### config.mk
export PLATFORM = sky130hd
export DESIGN_NAME = ysyx_23060236_arbiter
export DESIGN_NICKNAME = d
export VERILOG_FILES = /design/src/rtl/ysyx_23060236_pkg.sv /design/src/rtl/ysyx_23060236_arb_pick.sv /design/src/rtl/ysyx_23060236_arbiter.sv
export SDC_FILE = /design/constraint.sdc
export NUM_CORES = 1
export LEC_CHECK = 0
export ABC_AREA = 1
export CAP_MARGIN = 20
export CORE_AREA = 2 2 168 170
export CTS_BUF_LIST = sky130_fd_sc_hd__clkbuf_16
export CTS_CLUSTER_DIAMETER = 40
export DETAILED_ROUTE_END_ITERATION = 8
export DIE_AREA = 0 0 170 172
export DONT_BUFFER_PORTS = 1
export REMOVE_ABC_BUFFERS = 1
export SETUP_SLACK_MARGIN = 0.5
export SYNTH_ARGS = -nofsm -noshare
export SYNTH_HDL_FRONTEND = slang
export SYNTH_HIERARCHICAL = 1
export SYNTH_SLANG_ARGS = --single-unit
### constraint.sdc
create_clock -name clock -period 1.5 [get_ports clock]
set_input_delay 0.45 -clock clock [delete_from_list [all_inputs] [get_ports clock]]
set_output_delay 0.45 -clock clock [all_outputs]
set_load 0.02 [all_outputs]
### src/rtl/ysyx_23060236_pkg.sv
// Shared types for the ysyx_23060236 AXI arbiter: FSM encoding, grant owner and AXI constants.
package ysyx_23060236_pkg;

    typedef enum logic [2:0] {
        StIdle,
        StRdAddr,
        StRdData,
        StWr,
        StWrResp
    } arb_state_e;

    typedef enum logic [1:0] {
        GNT_NONE,
        GNT_IFU,
        GNT_LSU_RD,
        GNT_LSU_WR
    } grant_e;

    localparam logic [1:0]  AXI_BURST_INCR = 2'b01;
    localparam logic [1:0]  AXI_RESP_OKAY  = 2'b00;
    localparam int unsigned AXI_ID_W       = 4;

endpackage

### src/rtl/ysyx_23060236_arb_pick.sv
// Combinational grant select: writes beat reads; read conflicts go to LSU unless the
// round-robin pointer says LSU was served last.
module ysyx_23060236_arb_pick
    import ysyx_23060236_pkg::*;
(
    input  logic       ifu_req,
    input  logic       lsu_rd_req,
    input  logic       lsu_wr_req,
    input  logic       rr_en,
    input  logic       last_lsu,
    output logic [1:0] grant
);

    always_comb begin
        grant = GNT_NONE;
        if (lsu_wr_req) begin
            grant = GNT_LSU_WR;
        end else if (lsu_rd_req && ifu_req) begin
            grant = (rr_en && last_lsu) ? GNT_IFU : GNT_LSU_RD;
        end else if (lsu_rd_req) begin
            grant = GNT_LSU_RD;
        end else if (ifu_req) begin
            grant = GNT_IFU;
        end
    end

endmodule

### src/rtl/ysyx_23060236_arbiter.sv
// Single-outstanding AXI arbiter merging IFU reads and LSU reads/writes onto one master port.
// Define YSYX_23060236_ARB_RR_EN to round-robin IFU/LSU read conflicts.
module ysyx_23060236_arbiter
    import ysyx_23060236_pkg::*;
#(
    parameter int unsigned ADDR_W = 32,
    parameter int unsigned DATA_W = 32
) (
    input  logic                clock,
    input  logic                reset,

    input  logic                ifu_arvalid,
    output logic                ifu_arready,
    input  logic [ADDR_W-1:0]   ifu_araddr,
    input  logic [7:0]          ifu_arlen,
    input  logic [2:0]          ifu_arsize,
    output logic                ifu_rvalid,
    input  logic                ifu_rready,
    output logic [DATA_W-1:0]   ifu_rdata,
    output logic [1:0]          ifu_rresp,
    output logic                ifu_rlast,

    input  logic                lsu_arvalid,
    output logic                lsu_arready,
    input  logic [ADDR_W-1:0]   lsu_araddr,
    input  logic [7:0]          lsu_arlen,
    input  logic [2:0]          lsu_arsize,
    output logic                lsu_rvalid,
    input  logic                lsu_rready,
    output logic [DATA_W-1:0]   lsu_rdata,
    output logic [1:0]          lsu_rresp,
    output logic                lsu_rlast,

    input  logic                lsu_awvalid,
    output logic                lsu_awready,
    input  logic [ADDR_W-1:0]   lsu_awaddr,
    input  logic [2:0]          lsu_awsize,
    input  logic                lsu_wvalid,
    output logic                lsu_wready,
    input  logic [DATA_W-1:0]   lsu_wdata,
    input  logic [3:0]          lsu_wstrb,
    output logic                lsu_bvalid,
    input  logic                lsu_bready,
    output logic [1:0]          lsu_bresp,

    output logic                io_master_arvalid,
    input  logic                io_master_arready,
    output logic [ADDR_W-1:0]   io_master_araddr,
    output logic [7:0]          io_master_arlen,
    output logic [2:0]          io_master_arsize,
    output logic [1:0]          io_master_arburst,
    output logic [AXI_ID_W-1:0] io_master_arid,
    input  logic                io_master_rvalid,
    output logic                io_master_rready,
    input  logic [DATA_W-1:0]   io_master_rdata,
    input  logic [1:0]          io_master_rresp,
    input  logic                io_master_rlast,

    output logic                io_master_awvalid,
    input  logic                io_master_awready,
    output logic [ADDR_W-1:0]   io_master_awaddr,
    output logic [7:0]          io_master_awlen,
    output logic [2:0]          io_master_awsize,
    output logic [1:0]          io_master_awburst,
    output logic [AXI_ID_W-1:0] io_master_awid,
    output logic                io_master_wvalid,
    input  logic                io_master_wready,
    output logic [DATA_W-1:0]   io_master_wdata,
    output logic [3:0]          io_master_wstrb,
    output logic                io_master_wlast,
    input  logic                io_master_bvalid,
    output logic                io_master_bready,
    input  logic [1:0]          io_master_bresp,

    output logic                proto_err
);

    arb_state_e state_q, state_d;
    grant_e     grant_q, grant_d;
    grant_e     pick;
    logic [1:0] pick_grant;
    logic [7:0] beat_cnt_q, beat_cnt_d;
    logic       aw_done_q, aw_done_d;
    logic       w_done_q, w_done_d;
    logic       proto_err_q, proto_err_d;
    logic       rr_en, last_lsu;

    ysyx_23060236_arb_pick u_pick (
        .ifu_req    (ifu_arvalid),
        .lsu_rd_req (lsu_arvalid),
        .lsu_wr_req (lsu_awvalid),
        .rr_en      (rr_en),
        .last_lsu   (last_lsu),
        .grant      (pick_grant)
    );

    assign pick = grant_e'(pick_grant);

`ifdef YSYX_23060236_ARB_RR_EN
    // 1 = LSU won the most recent read grant; reset to IFU so LSU wins the first conflict.
    logic last_grant_q, last_grant_d;

    assign rr_en    = 1'b1;
    assign last_lsu = last_grant_q;

    always_comb begin
        last_grant_d = last_grant_q;
        if (state_q == StIdle && pick == GNT_LSU_RD) begin
            last_grant_d = 1'b1;
        end else if (state_q == StIdle && pick == GNT_IFU) begin
            last_grant_d = 1'b0;
        end
    end

    always_ff @(posedge clock or negedge reset) begin
        if (!reset) begin
            last_grant_q <= 1'b0;
        end else begin
            last_grant_q <= last_grant_d;
        end
    end
`else
    assign rr_en    = 1'b0;
    assign last_lsu = 1'b0;
`endif

    logic in_rd_addr, in_rd_data, in_wr, in_wr_resp;
    logic sel_ifu, sel_lsu;
    logic req_arvalid, req_rready;
    logic ar_hs, r_hs, aw_hs, w_hs, b_hs;

    assign in_rd_addr  = (state_q == StRdAddr);
    assign in_rd_data  = (state_q == StRdData);
    assign in_wr       = (state_q == StWr);
    assign in_wr_resp  = (state_q == StWrResp);
    assign sel_ifu     = (grant_q == GNT_IFU);
    assign sel_lsu     = (grant_q == GNT_LSU_RD);
    assign req_arvalid = sel_lsu ? lsu_arvalid : ifu_arvalid;
    assign req_rready  = sel_lsu ? lsu_rready  : ifu_rready;

    // Read address channel
    assign io_master_arvalid = in_rd_addr && req_arvalid;
    assign io_master_araddr  = sel_lsu ? lsu_araddr : ifu_araddr;
    assign io_master_arlen   = sel_lsu ? lsu_arlen  : ifu_arlen;
    assign io_master_arsize  = sel_lsu ? lsu_arsize : ifu_arsize;
    assign io_master_arburst = AXI_BURST_INCR;
    assign io_master_arid    = '0;
    assign ifu_arready       = in_rd_addr && sel_ifu && io_master_arready;
    assign lsu_arready       = in_rd_addr && sel_lsu && io_master_arready;

    // Read data channel; payload fans out, only the valid is steered
    assign io_master_rready = in_rd_data && req_rready;
    assign ifu_rvalid       = in_rd_data && sel_ifu && io_master_rvalid;
    assign lsu_rvalid       = in_rd_data && sel_lsu && io_master_rvalid;
    assign ifu_rdata        = io_master_rdata;
    assign ifu_rresp        = io_master_rresp;
    assign ifu_rlast        = io_master_rlast;
    assign lsu_rdata        = io_master_rdata;
    assign lsu_rresp        = io_master_rresp;
    assign lsu_rlast        = io_master_rlast;

    // Write channels: aw and w each complete once, in either order
    assign io_master_awvalid = in_wr && !aw_done_q && lsu_awvalid;
    assign lsu_awready       = in_wr && !aw_done_q && io_master_awready;
    assign io_master_awaddr  = lsu_awaddr;
    assign io_master_awlen   = 8'd0;
    assign io_master_awsize  = lsu_awsize;
    assign io_master_awburst = AXI_BURST_INCR;
    assign io_master_awid    = '0;
    assign io_master_wvalid  = in_wr && !w_done_q && lsu_wvalid;
    assign lsu_wready        = in_wr && !w_done_q && io_master_wready;
    assign io_master_wdata   = lsu_wdata;
    assign io_master_wstrb   = lsu_wstrb;
    assign io_master_wlast   = 1'b1;
    assign lsu_bvalid        = in_wr_resp && io_master_bvalid;
    assign io_master_bready  = in_wr_resp && lsu_bready;
    assign lsu_bresp         = io_master_bresp;

    assign ar_hs = io_master_arvalid && io_master_arready;
    assign r_hs  = io_master_rvalid  && io_master_rready;
    assign aw_hs = io_master_awvalid && io_master_awready;
    assign w_hs  = io_master_wvalid  && io_master_wready;
    assign b_hs  = io_master_bvalid  && io_master_bready;

    always_comb begin
        state_d     = state_q;
        grant_d     = grant_q;
        beat_cnt_d  = beat_cnt_q;
        aw_done_d   = aw_done_q;
        w_done_d    = w_done_q;
        proto_err_d = proto_err_q;
        unique case (state_q)
            StIdle: begin
                if (pick != GNT_NONE) begin
                    grant_d = pick;
                    state_d = (pick == GNT_LSU_WR) ? StWr : StRdAddr;
                end
            end
            StRdAddr: begin
                if (ar_hs) begin
                    beat_cnt_d = io_master_arlen;
                    state_d    = StRdData;
                end
            end
            StRdData: begin
                if (r_hs) begin
                    // rlast always ends the burst; a count mismatch is only flagged.
                    if (io_master_rlast) begin
                        if (beat_cnt_q != 8'd0) begin
                            proto_err_d = 1'b1;
                        end
                        beat_cnt_d = 8'd0;
                        grant_d    = GNT_NONE;
                        state_d    = StIdle;
                    end else if (beat_cnt_q == 8'd0) begin
                        proto_err_d = 1'b1;
                    end else begin
                        beat_cnt_d = beat_cnt_q - 8'd1;
                    end
                end
            end
            StWr: begin
                aw_done_d = aw_done_q | aw_hs;
                w_done_d  = w_done_q | w_hs;
                if (aw_done_d && w_done_d) begin
                    aw_done_d = 1'b0;
                    w_done_d  = 1'b0;
                    state_d   = StWrResp;
                end
            end
            StWrResp: begin
                if (b_hs) begin
                    grant_d = GNT_NONE;
                    state_d = StIdle;
                end
            end
            default: begin
                grant_d = GNT_NONE;
                state_d = StIdle;
            end
        endcase
    end

    always_ff @(posedge clock or negedge reset) begin
        if (!reset) begin
            state_q     <= StIdle;
            grant_q     <= GNT_NONE;
            beat_cnt_q  <= 8'd0;
            aw_done_q   <= 1'b0;
            w_done_q    <= 1'b0;
            proto_err_q <= 1'b0;
        end else begin
            state_q     <= state_d;
            grant_q     <= grant_d;
            beat_cnt_q  <= beat_cnt_d;
            aw_done_q   <= aw_done_d;
            w_done_q    <= w_done_d;
            proto_err_q <= proto_err_d;
        end
    end

    assign proto_err = proto_err_q;

endmodule

After elaboration in Yosys (flattened, before gate mapping)
Cells that the tools add are included.
{ "classes": {"add_sub_neg": 1, "reduce_logical": 38, "n_bitwise": 3, "n_mux": 32, "eq_ne": 15} }
{ "op_table": {"columns": ["cell", "n"], "rows": [
  ["$mux W8", 5],
  ["$mux W32", 1],
  ["$logic_and A1 B1 Y1", 25],
  ["$mux W3", 7],
  ["$mux W2", 8],
  ["$pmux W8 S2", 1],
  ["$pmux W3 S5", 1],
  ["$ne A2 B1 Y1 const B", 5],
  ["$logic_not A8 Y1", 1],
  ["$mux W1", 8],
  ["$pmux W2 S4", 1],
  ["$reduce_and A4 Y1", 2],
  ["$reduce_bool A8 Y1", 1],
  ["$sub A8 B1 Y8 const B", 1],
  ["$eq A3 B2 Y1 const B", 2],
  ["$reduce_and A6 Y1", 1],
  ["$reduce_bool A2 Y1", 3],
  ["$reduce_and A5 Y1", 1],
  ["$eq A2 B2 Y1 const B", 2],
  ["$ne A2 B2 Y1 const B", 2],
  ["$eq A3 B1 Y1 const B", 1],
  ["$eq A3 B3 Y1 const B", 1],
  ["$logic_not A3 Y1", 1],
  ["$ne A3 B3 Y1 const B", 1],
  ["5 further kinds", 7]
]} }
{ "totals": {"out_inout_bits": 220, "wordCells": 95, "ff_bits": 16, "input_bits": 208} }

Logic depth before layout (Yosys ltp)
Gate-level depths: netlist of run 1.
{ "depth": {"depth_word": 8, "depth_mapped": 13} }

Hierarchy
The synthesis of run 1 kept the hierarchy.
{ "by_module_without_submodules": {"columns": ["module", "instances", "area_each_um2", "cells_per_inst", "seq_area_each_um2"], "rows": [
  ["ysyx_23060236_arbiter", 1, 3017.9, 423, 400.4],
  ["ysyx_23060236_arb_pick", 1, 45.0, 9, 0.0]
]} }

Least setup slack after synthesis of run 1
No wires, ideal clock.
{ "synth_path": {"path_kind": "register to output", "from": "reg grant_q[1]", "to": "out ifu_arready", "path_slack_ns": -0.339, "path_stages_with_launch": 4, "path_buffers": 1, "required_ns": 1.050, "arrival_ns": 1.389, "cell_sequence": "dfrtp_1 -> clkbuf_1 -> or2_2 -> nor3_1"} }
{ "synth_via": {"elab_chain_len": 3} }
{ "synth_lines": {"columns": ["item", "line", "text"], "rows": [
  ["from (decl)", "ysyx_23060236_arbiter.sv:79", "grant_e grant_q, grant_d;"],
  ["from (signal assigned)", "ysyx_23060236_arbiter.sv:254", "grant_q <= grant_d;"],
  ["$eq A2 B1 Y1", "ysyx_23060236_arbiter.sv:136", "assign sel_ifu = (grant_q == GNT_IFU);"],
  ["$logic_and A1 B1 Y1 (2 in a row)", "ysyx_23060236_arbiter.sv:148", "assign ifu_arready = in_rd_addr && sel_ifu && io_master_arready;"],
  ["to (decl)", "ysyx_23060236_arbiter.sv:13", "output logic ifu_arready,"]
]} }
Every way passes these cells.

Worst setup path in the final report of run 1
{ "layout_path": {"from": "reg grant_q[0]", "to": "out io_master_araddr[23]"} }
{ "layout_via": {"elab_chain_len": 2} }
{ "layout_lines": {"columns": ["item", "line", "text"], "rows": [
  ["$eq A2 B2 Y1", "ysyx_23060236_arbiter.sv:137", "assign sel_lsu = (grant_q == GNT_LSU_RD);"],
  ["$mux W32", "ysyx_23060236_arbiter.sv:143", "assign io_master_araddr = sel_lsu ? lsu_araddr : ifu_araddr;"],
  ["to (decl)", "ysyx_23060236_arbiter.sv:48", "output logic [ADDR_W-1:0] io_master_araddr,"]
]} }
Every way passes these cells.

==> impl_metrics.py, run 1 <==
metrics = {
    "clocking": {
        "cts_buffer_depth": 2,
        "h_tree_lvls": 1,
        "clk-insertion-delay-late_ps": 250,
        "clock_sink_count": 16,
        "cts.clk_slew.worst_paths_ps": 50,
        "cts_root_buf": "sky130_fd_sc_hd__clkbuf_16",
        "number_of_cts_inserted_buffers": 3,
        "tritoncts": "built",
    },
    "global_routing": {
        "grt_pass1_vias": 2236,
        "grt_max_degree": 17,
        "antenna_found_initial": 13,
        "groute.usage.overall": 0.219,
        "wire_length_of_the_first_global_routing_pass_um": 37500,
        "gr-total-overflow": 0,
    },
    "placed_design": {
        "place_congestion": 0.887,
        "dp_hpwl_um": 31900,
        "port_buffers": 0,
        "dpl-instance-area_sq_um": 2730,
    },
    "critical_path": {
        "timing.reg2reg.setup_slack_ps": -140,
        "worst-path-max-fanout": 15,
        "critical_path.slowest_cell": "sky130_fd_sc_hd__mux2_2",
        "critPathMaxStageDelay_ps": 410,
        "reg2reg_depth": 12,
        "setup.worst_path.start_class": "flop",
        "crit-reg2reg-launch": "state_q[0]",
        "worst_setup_path_end_kind": "primary output",
        "start_to_end_type_of_the_worst_setup_path": "flop to primary output",
        "cp.required_ps": 1050,
        "critical_path.cell_chain": "inv_4, nand2_8, buf_12, mux2_2",
        "r2r-end": "state_q[0]",
        "data_arrival_critical_path_ps": 1430,
    },
    "drt": {
        "vias": 2602,
        "dr.first_iter.drc_count": 153,
        "drtAntennaViolNets": 0,
        "number_of_iterations_in_the_first_detailed_routing_pass": 4,
        "vias_per_cell": 3.68,
        "wire_per_inst_um": 48.0,
        "route.final.wire_length_um": 34000,
        "drcViolationCount": 0,
    },
    "floorplanning": {
        "chipWidth_um": 170,
        "design.portCount": 428,
        "die_h_um": 172,
        "die-area_sq_um": 29200,
        "num_rows": 61,
        "floorplan.initialDensity": 0.111,
        "core_area_sq_um": 27500,
    },
    "sta": {
        "timing.hold.ws_ps": 144,
        "final.setup.worst_slack_ps": -378,
        "report.final.hold_viol_count": 0,
        "min_period_ps": 1880,
        "fmax_ghz": 0.533,
        "unrepaired_setup_endpoints_after_global_routing": "true",
        "fin_worst_skew_ps": 1.80,
        "timing.final.crit_share": 1.25,
        "slew_viol_final": 0,
        "finalSetupTns_ps": -18520,
        "finalSetupViolations": 67,
    },
    "yosys": {
        "syn_area_per_cell_sq_um": 7.09,
        "yosysSeqAreaShare": 0.131,
        "post_synth_inst_count": 432,
        "synth.lib_cells_used.distinct": 30,
        "syn-cell-area_sq_um": 3060,
        "ys_ff_latch": 16,
        "yosys_warn_count": 6,
    },
    "final_layout": {
        "area.growth.synth_to_final_pct": 12.5,
        "final_area_sq_um": 3450,
        "post_route_cells_drive_above_1_share": 0.533,
        "nets": 564,
        "final_core_util": 0.125,
    },
    "pwr": {
        "pwr_density_nw_per_um2": 2140,
        "peakVddDrop_v": 0.000705,
        "power_leakage_nw": 1.62,
        "total_power_mw": 7.37,
    },
    "job": {
        "timing.max_cap.violations": 0,
    },
    "outcome": {
        "result_of_the_run": "finished, violations left",
        "failed_checks": "setup timing",
    },
    "min_path": {
        "min-delay-path-class": "input port to asynchronous set/reset pin",
    },
}
## cells in the mapped netlist
cell type	number	area (sq um)
sky130_fd_sc_hd__xor2_1	1	8.76
sky130_fd_sc_hd__o21ai_0	9	45.0
sky130_fd_sc_hd__nand4_1	1	6.26
sky130_fd_sc_hd__buf_12	1	20.0
sky130_fd_sc_hd__inv_1	30	113
sky130_fd_sc_hd__dfrtp_1	16	400
sky130_fd_sc_hd__a21oi_1	4	20.0
sky130_fd_sc_hd__nand3_2	1	10.0
sky130_fd_sc_hd__nor2_4	1	11.3
sky130_fd_sc_hd__o22ai_1	1	6.26
sky130_fd_sc_hd__nor2_2	1	6.26
sky130_fd_sc_hd__inv_2	3	11.3
sky130_fd_sc_hd__nand3_1	29	145
sky130_fd_sc_hd__ha_1	2	25.0
sky130_fd_sc_hd__o21ai_2	8	70.1
sky130_fd_sc_hd__xnor2_1	1	8.76
sky130_fd_sc_hd__nor3_1	5	25.0
sky130_fd_sc_hd__buf_4	164	1230
sky130_fd_sc_hd__nor2_1	21	78.8
sky130_fd_sc_hd__mux2_2	35	394
sky130_fd_sc_hd__o211ai_1	1	7.51
sky130_fd_sc_hd__buf_2	5	25.0
sky130_fd_sc_hd__or2_2	1	6.26
sky130_fd_sc_hd__o21bai_1	1	7.51
sky130_fd_sc_hd__conb_1	2	7.51
sky130_fd_sc_hd__nand2_2	8	50.1
sky130_fd_sc_hd__clkbuf_1	1	3.75
sky130_fd_sc_hd__nand2_1	76	285
sky130_fd_sc_hd__nand2_4	1	11.3
sky130_fd_sc_hd__buf_6	2	22.5
## worst max path at each step
stage                from                    to
3_3_place_gp   grant_q[1]  io_master_araddr[26]
4_1_cts        grant_q[1]   io_master_araddr[0]
2_1_floorplan  grant_q[0]           lsu_arready
5_1_grt        grant_q[0]  io_master_araddr[12]
3_5_place_dp   grant_q[1]   io_master_araddr[5]
6_report       grant_q[0]  io_master_araddr[23]
## registers in the layout, indices dropped and copies added (netlist names)
name / count
beat_cnt_q: 8
proto_err: 1
state_q: 3
grant_q: 2
aw_done_q: 1
w_done_q: 1
## final cells by class
class	instances	area, sq um
inverter	33	126
sequential	16	405
tap	346	433
multi-input combinational	231	1690
clock inverter	1	3.75
fill	3155	24000
antenna	9	22.5
clock buffer	3	75.1
timing repair buffer	69	692
## routing by layer
metal	up-vias	track usage	routed length [um]
li1	1032	-	-
met1	1106	0.107	5880
met2	418	0.420	17900
met3	30	0.274	8940
met4	16	0.0379	721
met5	-	0.0835	467
## report_power, final
part | total (mW) | switching, mW | internal [mW]
Sequential | 0.896 | 0.247 | 0.649
Clock | 0.536 | 0.182 | 0.354
Combinational | 5.94 | 3.25 | 2.69
Total | 7.37 | 3.68 | 3.69
## cell families after synthesis
group | count (synthesis) | synth area share
adder cells (fa/ha/maj) | 2 | 0.00817
flip-flops | 16 | 0.131
other | 2 | 0.00245
AO/OA/AOI/OAI | 24 | 0.0511
XOR/XNOR | 2 | 0.00572
buffers and inverters | 206 | 0.466
multiplexers | 35 | 0.129
AND/OR/NAND/NOR | 145 | 0.208
## layout by cell type, fill, tap and decap left out, types with 2 or more instances in the layout
master and count:
sky130_fd_sc_hd__o21ai_0 8, sky130_fd_sc_hd__inv_2 8, sky130_fd_sc_hd__nand3_1 22, sky130_fd_sc_hd__dfrtp_1 12, sky130_fd_sc_hd__buf_6 23, sky130_fd_sc_hd__nand2_8 2
sky130_fd_sc_hd__mux2_2 6, sky130_fd_sc_hd__nor2_4 8, sky130_fd_sc_hd__a21oi_2 2, sky130_fd_sc_hd__nand3_2 7, sky130_fd_sc_hd__nor3_4 3, sky130_fd_sc_hd__inv_1 24
sky130_fd_sc_hd__buf_12 5, sky130_fd_sc_hd__buf_4 38, sky130_fd_sc_hd__conb_1 23, sky130_fd_sc_hd__nand2_1 54, sky130_fd_sc_hd__o21ai_2 8, sky130_fd_sc_hd__diode_2 9
sky130_fd_sc_hd__nor2_1 10, sky130_fd_sc_hd__dfrtp_2 4, sky130_fd_sc_hd__nor3_1 2, sky130_fd_sc_hd__clkbuf_16 3, sky130_fd_sc_hd__ha_1 2, sky130_fd_sc_hd__nand2_2 25
sky130_fd_sc_hd__mux2_4 29, sky130_fd_sc_hd__nand2_4 4, sky130_fd_sc_hd__nor2_2 5
## worst max-delay path, delay by kind of cell, from the launching register on
family                 cells  cell delay [ps]
buffers and inverters      2              250
and+or+nand+nor            1              120
muxes                      1              410
DFF                        1              390
## stage by stage
| stage | std cells | worst slack (ps) |
|---|---|---|
| 6_report | 708 | -378 |
| 5_1_grt | 700 | -405 |
| 4_1_cts | 692 | -361 |
| 3_5_place_dp | 678 | -202 |
| 3_3_place_gp | 678 | -153 |
| 2_1_floorplan | 280 | -1080 |
## timing repair
item                                    CTS  global route
endpoints found under the hold margin    16             0
buffers inserted                          8             7
gates cloned                              1             0
hold buffers                              1             0
endpoints found under the setup margin   72            88
resized for setup                        76            60
pin swaps                                 7            12
(Power assumes the default switching activity.)
==> run 2, diff against run 1 <==
REMOVE_ABC_BUFFERS = not set   (was 1)
SETUP_SLACK_MARGIN = 0.05   (was 0.5)
==> impl_metrics.py, run 2 (same netlist as run 1, synthesis figures left out) <==
metrics = {
    "final_layout": {
        "layout_top_registers": "beat_cnt_q: 8 flops, state_q: 3 flops, grant_q: 2 flops",
        "layout.area.seq_sq_um": 404,
        "inserted_diodes": 0,
        "layout_commonest_cell": "sky130_fd_sc_hd__nand2_1",
        "area.growth.synth_to_final_pct": 17.0,
        "regMostFlops": "beat_cnt_q",
        "most-common-layout-cells": "sky130_fd_sc_hd__nand2_1, sky130_fd_sc_hd__buf_4, sky130_fd_sc_hd__mux2_4",
        "final_core_util": 0.130,
        "post_route_cells_drive_above_1_share": 0.538,
        "multi_input_area_sq_um": 1830,
        "largest_register_ffs": 8,
        "nets": 562,
        "final.fill_count": 3129,
    },
    "drt": {
        "dr.first_iter.drc_count": 45,
        "number_of_iterations_in_the_first_detailed_routing_pass": 4,
        "drcViolationCount": 0,
        "wire_per_inst_um": 16.3,
        "drtAntennaViolNets": 0,
        "vias_per_cell": 3.25,
        "route.final.wire_length_um": 11400,
        "vias": 2262,
    },
    "critical_path": {
        "critical_path.slowest_cell": "sky130_fd_sc_hd__dfrtp_1",
        "cp.required_ps": 1050,
        "setup.worst_path.start_class": "flop",
        "data_arrival_critical_path_ps": 1420,
        "path_delay_family": "flip-flops",
        "worst-path-max-fanout": 9,
        "worst-path-buf-inv": 2,
        "worst_setup_path_end_kind": "primary output",
        "critPathMaxStageDelay_ps": 380,
        "start_to_end_type_of_the_worst_setup_path": "flop to primary output",
        "critical_path.cell_chain": "inv_2, nand2_8, buf_16, mux2_4",
    },
    "placed_design": {
        "place_congestion": 0.781,
        "dp_hpwl_um": 9090,
        "port_buffers": 0,
        "place_ws_ps": -171,
    },
    "floorplanning": {
        "die-area_sq_um": 29200,
        "die_h_um": 172,
        "design.portCount": 428,
        "core_area_sq_um": 27500,
        "num_rows": 61,
        "floorplan.initialDensity": 0.111,
        "chipWidth_um": 170,
    },
    "clocking": {
        "h_tree_lvls": 1,
        "clk-insertion-delay-late_ps": 250,
        "tritoncts": "built",
        "cts_root_buf": "sky130_fd_sc_hd__clkbuf_16",
        "number_of_cts_inserted_buffers": 3,
        "cts.clk_slew.worst_paths_ps": 60,
        "clock_sink_count": 16,
        "cts_buffer_depth": 2,
    },
    "sta": {
        "fmax_ghz": 0.535,
        "relSlewSlack": 0.447,
        "timing_worst_slew_pin_value_ps": 830,
        "final.setup.worst_slack_ps": -370,
        "finalSetupViolations": 68,
        "unrepaired_setup_endpoints_after_global_routing": "true",
        "slew_viol_final": 0,
        "report.final.hold_viol_count": 0,
        "fin_worst_skew_ps": 3.55,
        "timing.final.crit_share": 1.25,
        "min_period_ps": 1870,
    },
    "pwr": {
        "p_switching_mw": 3.94,
        "peakVddDrop_v": 0.000465,
        "p_seq_frac": 0.111,
        "share_clk_of_total_power": 0.068,
        "power_frac_comb": 0.821,
        "pwr_density_nw_per_um2": 2200,
        "cell_internal_pwr_mw": 3.96,
        "power_leakage_nw": 1.74,
        "switching_share": 0.499,
    },
    "min_path": {
        "min-delay-path-class": "input port to asynchronous set/reset pin",
    },
    "global_routing": {
        "wire_length_of_the_first_global_routing_pass_um": 14500,
        "grt_pass1_vias": 2287,
        "groute.usage.overall": 0.0688,
        "grt_max_degree": 19,
        "gr-total-overflow": 0,
        "antenna_found_initial": 0,
    },
    "outcome": {
        "failed_checks": "setup timing",
        "result_of_the_run": "finished, violations left",
    },
    "job": {
        "timing.max_cap.violations": 0,
    },
}
run 2: cell types whose count changed in the layout (fill, tap and decap cells not counted), moves of 3 or more:
cell,change
sky130_fd_sc_hd__nand2_4,+18
sky130_fd_sc_hd__nor2_1,-3
sky130_fd_sc_hd__buf_6,-3
sky130_fd_sc_hd__nand2_1,-6
sky130_fd_sc_hd__mux2_2,-6
sky130_fd_sc_hd__mux2_4,+6
sky130_fd_sc_hd__nor2_4,+5
sky130_fd_sc_hd__nand2_2,-11
sky130_fd_sc_hd__buf_12,-3
sky130_fd_sc_hd__diode_2,-9
run 2: cell type report:
cell class	count	share of cell area
repair buffers	67	0.198
clock buffers	3	0.0209
multi-input cells	231	0.511
flip-flops and latches	16	0.113
well taps	346	0.121
inverters	33	0.0353
clock inverters	1	0.00105
run 2: routing by layer:
metal,track usage,routed length [um]
met3,0.0307,1340
met2,0.131,6050
met4,0.0305,424
met5,0,0
met1,0.0631,3550
run 2: timing repair:
action / in CTS / in global routing
resized for setup: 63 / 50
cloned: 3 / 2
setup endpoints to repair: 68 / 81
endpoints found under the hold margin: 16 / 0
pin swaps: 11 / 28
hold buffers: 1 / 0
setup buffers: 4 / 5
run 2: power groups by stage:
stage	registers [mW]	clock network, mW	logic [mW]
after floorplan	0.788	0	4.23
after global placement	0.829	0	4.86
after detailed placement	0.837	0	4.93
after CTS	0.874	0.553	5.91
after global routing	0.915	0.570	7.01
final	0.875	0.539	6.49
run 2: stage by stage:
stage               setup TNS [ps]  instance area, sq um  instances  hold slack (ps)  power (mW)
detailed placement           -6340                  2900        678              155        5.77
CTS                         -20320                  3320        690              407        7.33
global route                -23780                  3580        697              429        8.50
global placement             -5520                  2900        678              155        5.69
floorplan                    -2430                  3370        453              154        5.01
finish                      -19340                  3580        697              372        7.90
run 2: final timing paths:
check	start	endpoint	slack, ps	cells past startpoint
setup / recovery	grant_q[0]	io_master_araddr[17]	-370	4
hold / removal	reset	proto_err	370	1
setup reg to reg	state_q[0]	beat_cnt_q[1]	-160	8
hold reg to reg	aw_done_q	aw_done_q	550	2
max in group asynchronous	reset	grant_q[1]	560	1
min in group clock	io_master_awready	aw_done_q	420	2
run 2: worst register-to-register path, delay by kind of cell, from the launching register on:
kind | cells | cell delay [ps]
DFF | 1 | 450
AOI/OAI and AO/OA | 2 | 420
buffers and inverters | 3 | 410
and+or+nand+nor | 3 | 320
==> run 3, diff against run 2 <==
ABC_AREA = not set   (was 1)
CORE_AREA = 2 2 165 167   (was 2 2 168 170)
DIE_AREA = 0 0 167 169   (was 0 0 170 172)
==> impl_metrics.py, run 3 <==
metrics = {
    "outcome": {
        "result_of_the_run": "finished, violations left",
        "failed_checks": "setup timing",
    },
    "yosys": {
        "syn-cell-area_sq_um": 2960,
        "yosysSeqAreaShare": 0.135,
        "synth_area_leaders": "sky130_fd_sc_hd__buf_4, sky130_fd_sc_hd__mux2_2, sky130_fd_sc_hd__dfrtp_1, sky130_fd_sc_hd__nand2_1, sky130_fd_sc_hd__nor3b_1",
        "yosys_warn_count": 6,
        "synth-adder-area-share": 0.00847,
        "synth_area_in_simple_gates": 0.115,
        "netlist_top_cells_count": "sky130_fd_sc_hd__buf_4, sky130_fd_sc_hd__mux2_2, sky130_fd_sc_hd__nand2_1, sky130_fd_sc_hd__dfrtp_1, sky130_fd_sc_hd__nor2_1",
        "synth_ff_type": "sky130_fd_sc_hd__dfrtp_1",
        "yosysMostFrequentCell": "sky130_fd_sc_hd__buf_4",
        "synth_enable_flop_cells": 0,
        "yosys.area.top_type": "sky130_fd_sc_hd__buf_4",
        "synth-xor-area-share": 0.00593,
        "post_synth_inst_count": 365,
        "synth_top_area_share": 0.422,
        "synth.lib_cells_used.distinct": 44,
        "synth_top_family_by_area": "buffers and inverters",
        "synthesized_area_fraction_occupied_by_ao_oa_aoi_and_oai_cells": 0.102,
        "ys_ff_latch": 16,
        "muxShareOfSynthArea": 0.178,
        "fraction_of_registers_with_async_set_or_reset_after_synthesis": 1.00,
        "syn_area_per_cell_sq_um": 8.10,
    },
    "pwr": {
        "p_seq_frac": 0.119,
        "cell_internal_pwr_mw": 3.87,
        "peakVddDrop_v": 0.000616,
        "switching_share": 0.448,
        "share_clk_of_total_power": 0.076,
        "power_leakage_nw": 1.39,
        "p_switching_mw": 3.14,
        "pwr_density_nw_per_um2": 2120,
        "power_frac_comb": 0.804,
    },
    "sta": {
        "fmax_ghz": 0.479,
        "min_period_ps": 2090,
        "fin_worst_skew_ps": 2.51,
        "timing.final.crit_share": 1.39,
        "timing_worst_slew_pin_value_ps": 847,
        "final.setup.worst_slack_ps": -586,
        "report.final.hold_viol_count": 0,
        "unrepaired_setup_endpoints_after_global_routing": "true",
        "relSlewSlack": 0.433,
        "finalSetupViolations": 68,
        "slew_viol_final": 0,
    },
    "global_routing": {
        "grt_pass1_vias": 2030,
        "wire_length_of_the_first_global_routing_pass_um": 18700,
        "antenna_found_initial": 1,
        "groute.usage.overall": 0.0993,
        "grt_max_degree": 17,
        "gr-total-overflow": 0,
    },
    "final_layout": {
        "largest_register_ffs": 8,
        "post_route_cells_drive_above_1_share": 0.539,
        "layout_top_registers": "beat_cnt_q: 8 flops, state_q: 3 flops, grant_q: 2 flops",
        "final_area_sq_um": 3310,
        "regMostFlops": "beat_cnt_q",
        "area.growth.synth_to_final_pct": 12.2,
        "final.fill_count": 2982,
        "most-common-layout-cells": "sky130_fd_sc_hd__buf_4, sky130_fd_sc_hd__mux2_4, sky130_fd_sc_hd__conb_1",
        "layout_commonest_cell": "sky130_fd_sc_hd__buf_4",
        "nets": 494,
    },
    "floorplanning": {
        "core_area_sq_um": 26500,
        "die_h_um": 169,
        "num_rows": 60,
        "design.portCount": 428,
        "chipWidth_um": 167,
        "die-area_sq_um": 28200,
        "floorplan.initialDensity": 0.112,
    },
    "clocking": {
        "cts.clk_slew.worst_paths_ps": 50,
        "h_tree_lvls": 1,
        "cts_buffer_depth": 2,
        "clock_sink_count": 16,
        "cts_root_buf": "sky130_fd_sc_hd__clkbuf_16",
        "clk-insertion-delay-late_ps": 250,
        "tritoncts": "built",
        "number_of_cts_inserted_buffers": 3,
    },
    "drt": {
        "number_of_iterations_in_the_first_detailed_routing_pass": 4,
        "drtAntennaViolNets": 0,
        "vias_per_cell": 3.40,
        "drcViolationCount": 0,
        "wire_per_inst_um": 25.0,
        "dr.first_iter.drc_count": 74,
        "route.final.wire_length_um": 15600,
        "vias": 2123,
    },
    "min_path": {
        "hold_start": "io_master_rvalid",
        "min_to": "proto_err",
        "min-delay-path-class": "input port to flop",
        "hold_path_depth": 1,
    },
    "critical_path": {
        "cp.required_ps": 1050,
        "start_to_end_type_of_the_worst_setup_path": "flop to primary output",
        "worst-path-max-fanout": 7,
        "reg2reg_depth": 10,
        "crit-reg2reg-launch": "grant_q[0]",
        "setup.worst_path.start_class": "flop",
        "timing.reg2reg.setup_slack_ps": -420,
        "data_arrival_critical_path_ps": 1640,
        "r2r-end": "beat_cnt_q[1]",
        "worst_setup_path_end_kind": "primary output",
    },
    "placed_design": {
        "port_buffers": 0,
        "place_congestion": 0.762,
        "dp_hpwl_um": 13400,
        "place_ws_ps": -334,
        "dpl-instance-area_sq_um": 2770,
    },
    "job": {
        "timing.max_cap.violations": 0,
    },
}
-- run 3: changes by cell type after synthesis, moves of 7 or more --
cell / change
sky130_fd_sc_hd__mux2_2: +10
sky130_fd_sc_hd__inv_1: -20
sky130_fd_sc_hd__nor3b_1: +7
sky130_fd_sc_hd__nand3_1: -26
sky130_fd_sc_hd__nand2_2: -8
sky130_fd_sc_hd__nand2_1: -57
sky130_fd_sc_hd__nor2_1: -9
-- run 3: metrics by stage --
| stage | total power, mW | utilization | hold WS, ps | TNS [ps] | instances |
|---|---|---|---|---|---|
| after detailed placement | 5.18 | 0.104 | 155 | -15670 | 598 |
| after CTS | 6.77 | 0.121 | 354 | -30360 | 616 |
| after global routing | 7.42 | 0.125 | 361 | -34250 | 624 |
| after floorplan | 4.64 | - | 154 | -15140 | 388 |
| after global placement | 5.15 | 0.104 | 155 | -15010 | 598 |
| final | 7.01 | 0.125 | 357 | -30510 | 624 |
-- run 3: repair_timing --
action / in CTS / in global routing
gates cloned: 3 / 0
resized for setup: 44 / 18
setup endpoints to repair: 69 / 69
setup buffers: 11 / 8
pin swaps: 10 / 6
hold endpoints to repair: 16 / 0
hold buffers: 1 / 0
-- run 3: metal layers --
metal  GRT usage  part of all wire  wire length (um)  up-vias
li1            -                 -                 -      872
met1      0.0782              0.26              4090      951
met2       0.166              0.49              7700      274
met3       0.103              0.22              3470       26
met4      0.0292             0.022               343        0
met5     0.00348                 0                 0        -
-- run 3: power groups by stage --
stage / clock [mW] / combinational [mW] / sequential (mW)
2_1_floorplan: 0 / 3.80 / 0.844
3_3_place_gp: 0 / 4.32 / 0.828
3_5_place_dp: 0 / 4.35 / 0.831
4_1_cts: 0.550 / 5.39 / 0.835
5_1_grt: 0.566 / 5.99 / 0.861
6_report: 0.534 / 5.64 / 0.838
-- run 3: logic make-up after synthesis --
family | after synthesis
flops | 16
compound gates | 45
buf+inv | 186
simple gates | 65
fa+ha+maj | 2
mux | 47
xor+xnor | 2
other cells | 2
-- run 3: worst max-delay path, stage by stage (launching register included) --
cell                      delay, ps
sky130_fd_sc_hd__dfrtp_1        380
sky130_fd_sc_hd__and2b_4        300
sky130_fd_sc_hd__buf_12         120
sky130_fd_sc_hd__buf_8          110
sky130_fd_sc_hd__mux2_4         310
sky130_fd_sc_hd__and2_4         160
-- run 3: worst max-delay path by stage --
stage,slack [ps],from,depth (start not counted),endpoint
after detailed placement,-330,grant_q[0],4,io_master_arlen[7]
after CTS,-590,grant_q[0],4,io_master_araddr[25]
after floorplan,-360,grant_q[0],5,io_master_araddr[10]
after global placement,-310,grant_q[0],5,io_master_arvalid
final,-590,grant_q[0],5,io_master_rready
after global routing,-640,grant_q[0],5,io_master_rready
-- run 3: layout make-up --
class                   count  area, sq um  area share
diodes                      1         2.50    0.000755
clock buffers               3         75.1      0.0227
flip-flops and latches     16          400       0.121
inverters                  10         37.5      0.0113
repair buffers             67          678       0.205
multi-input cells         186         1690       0.511
well taps                 341          427       0.129
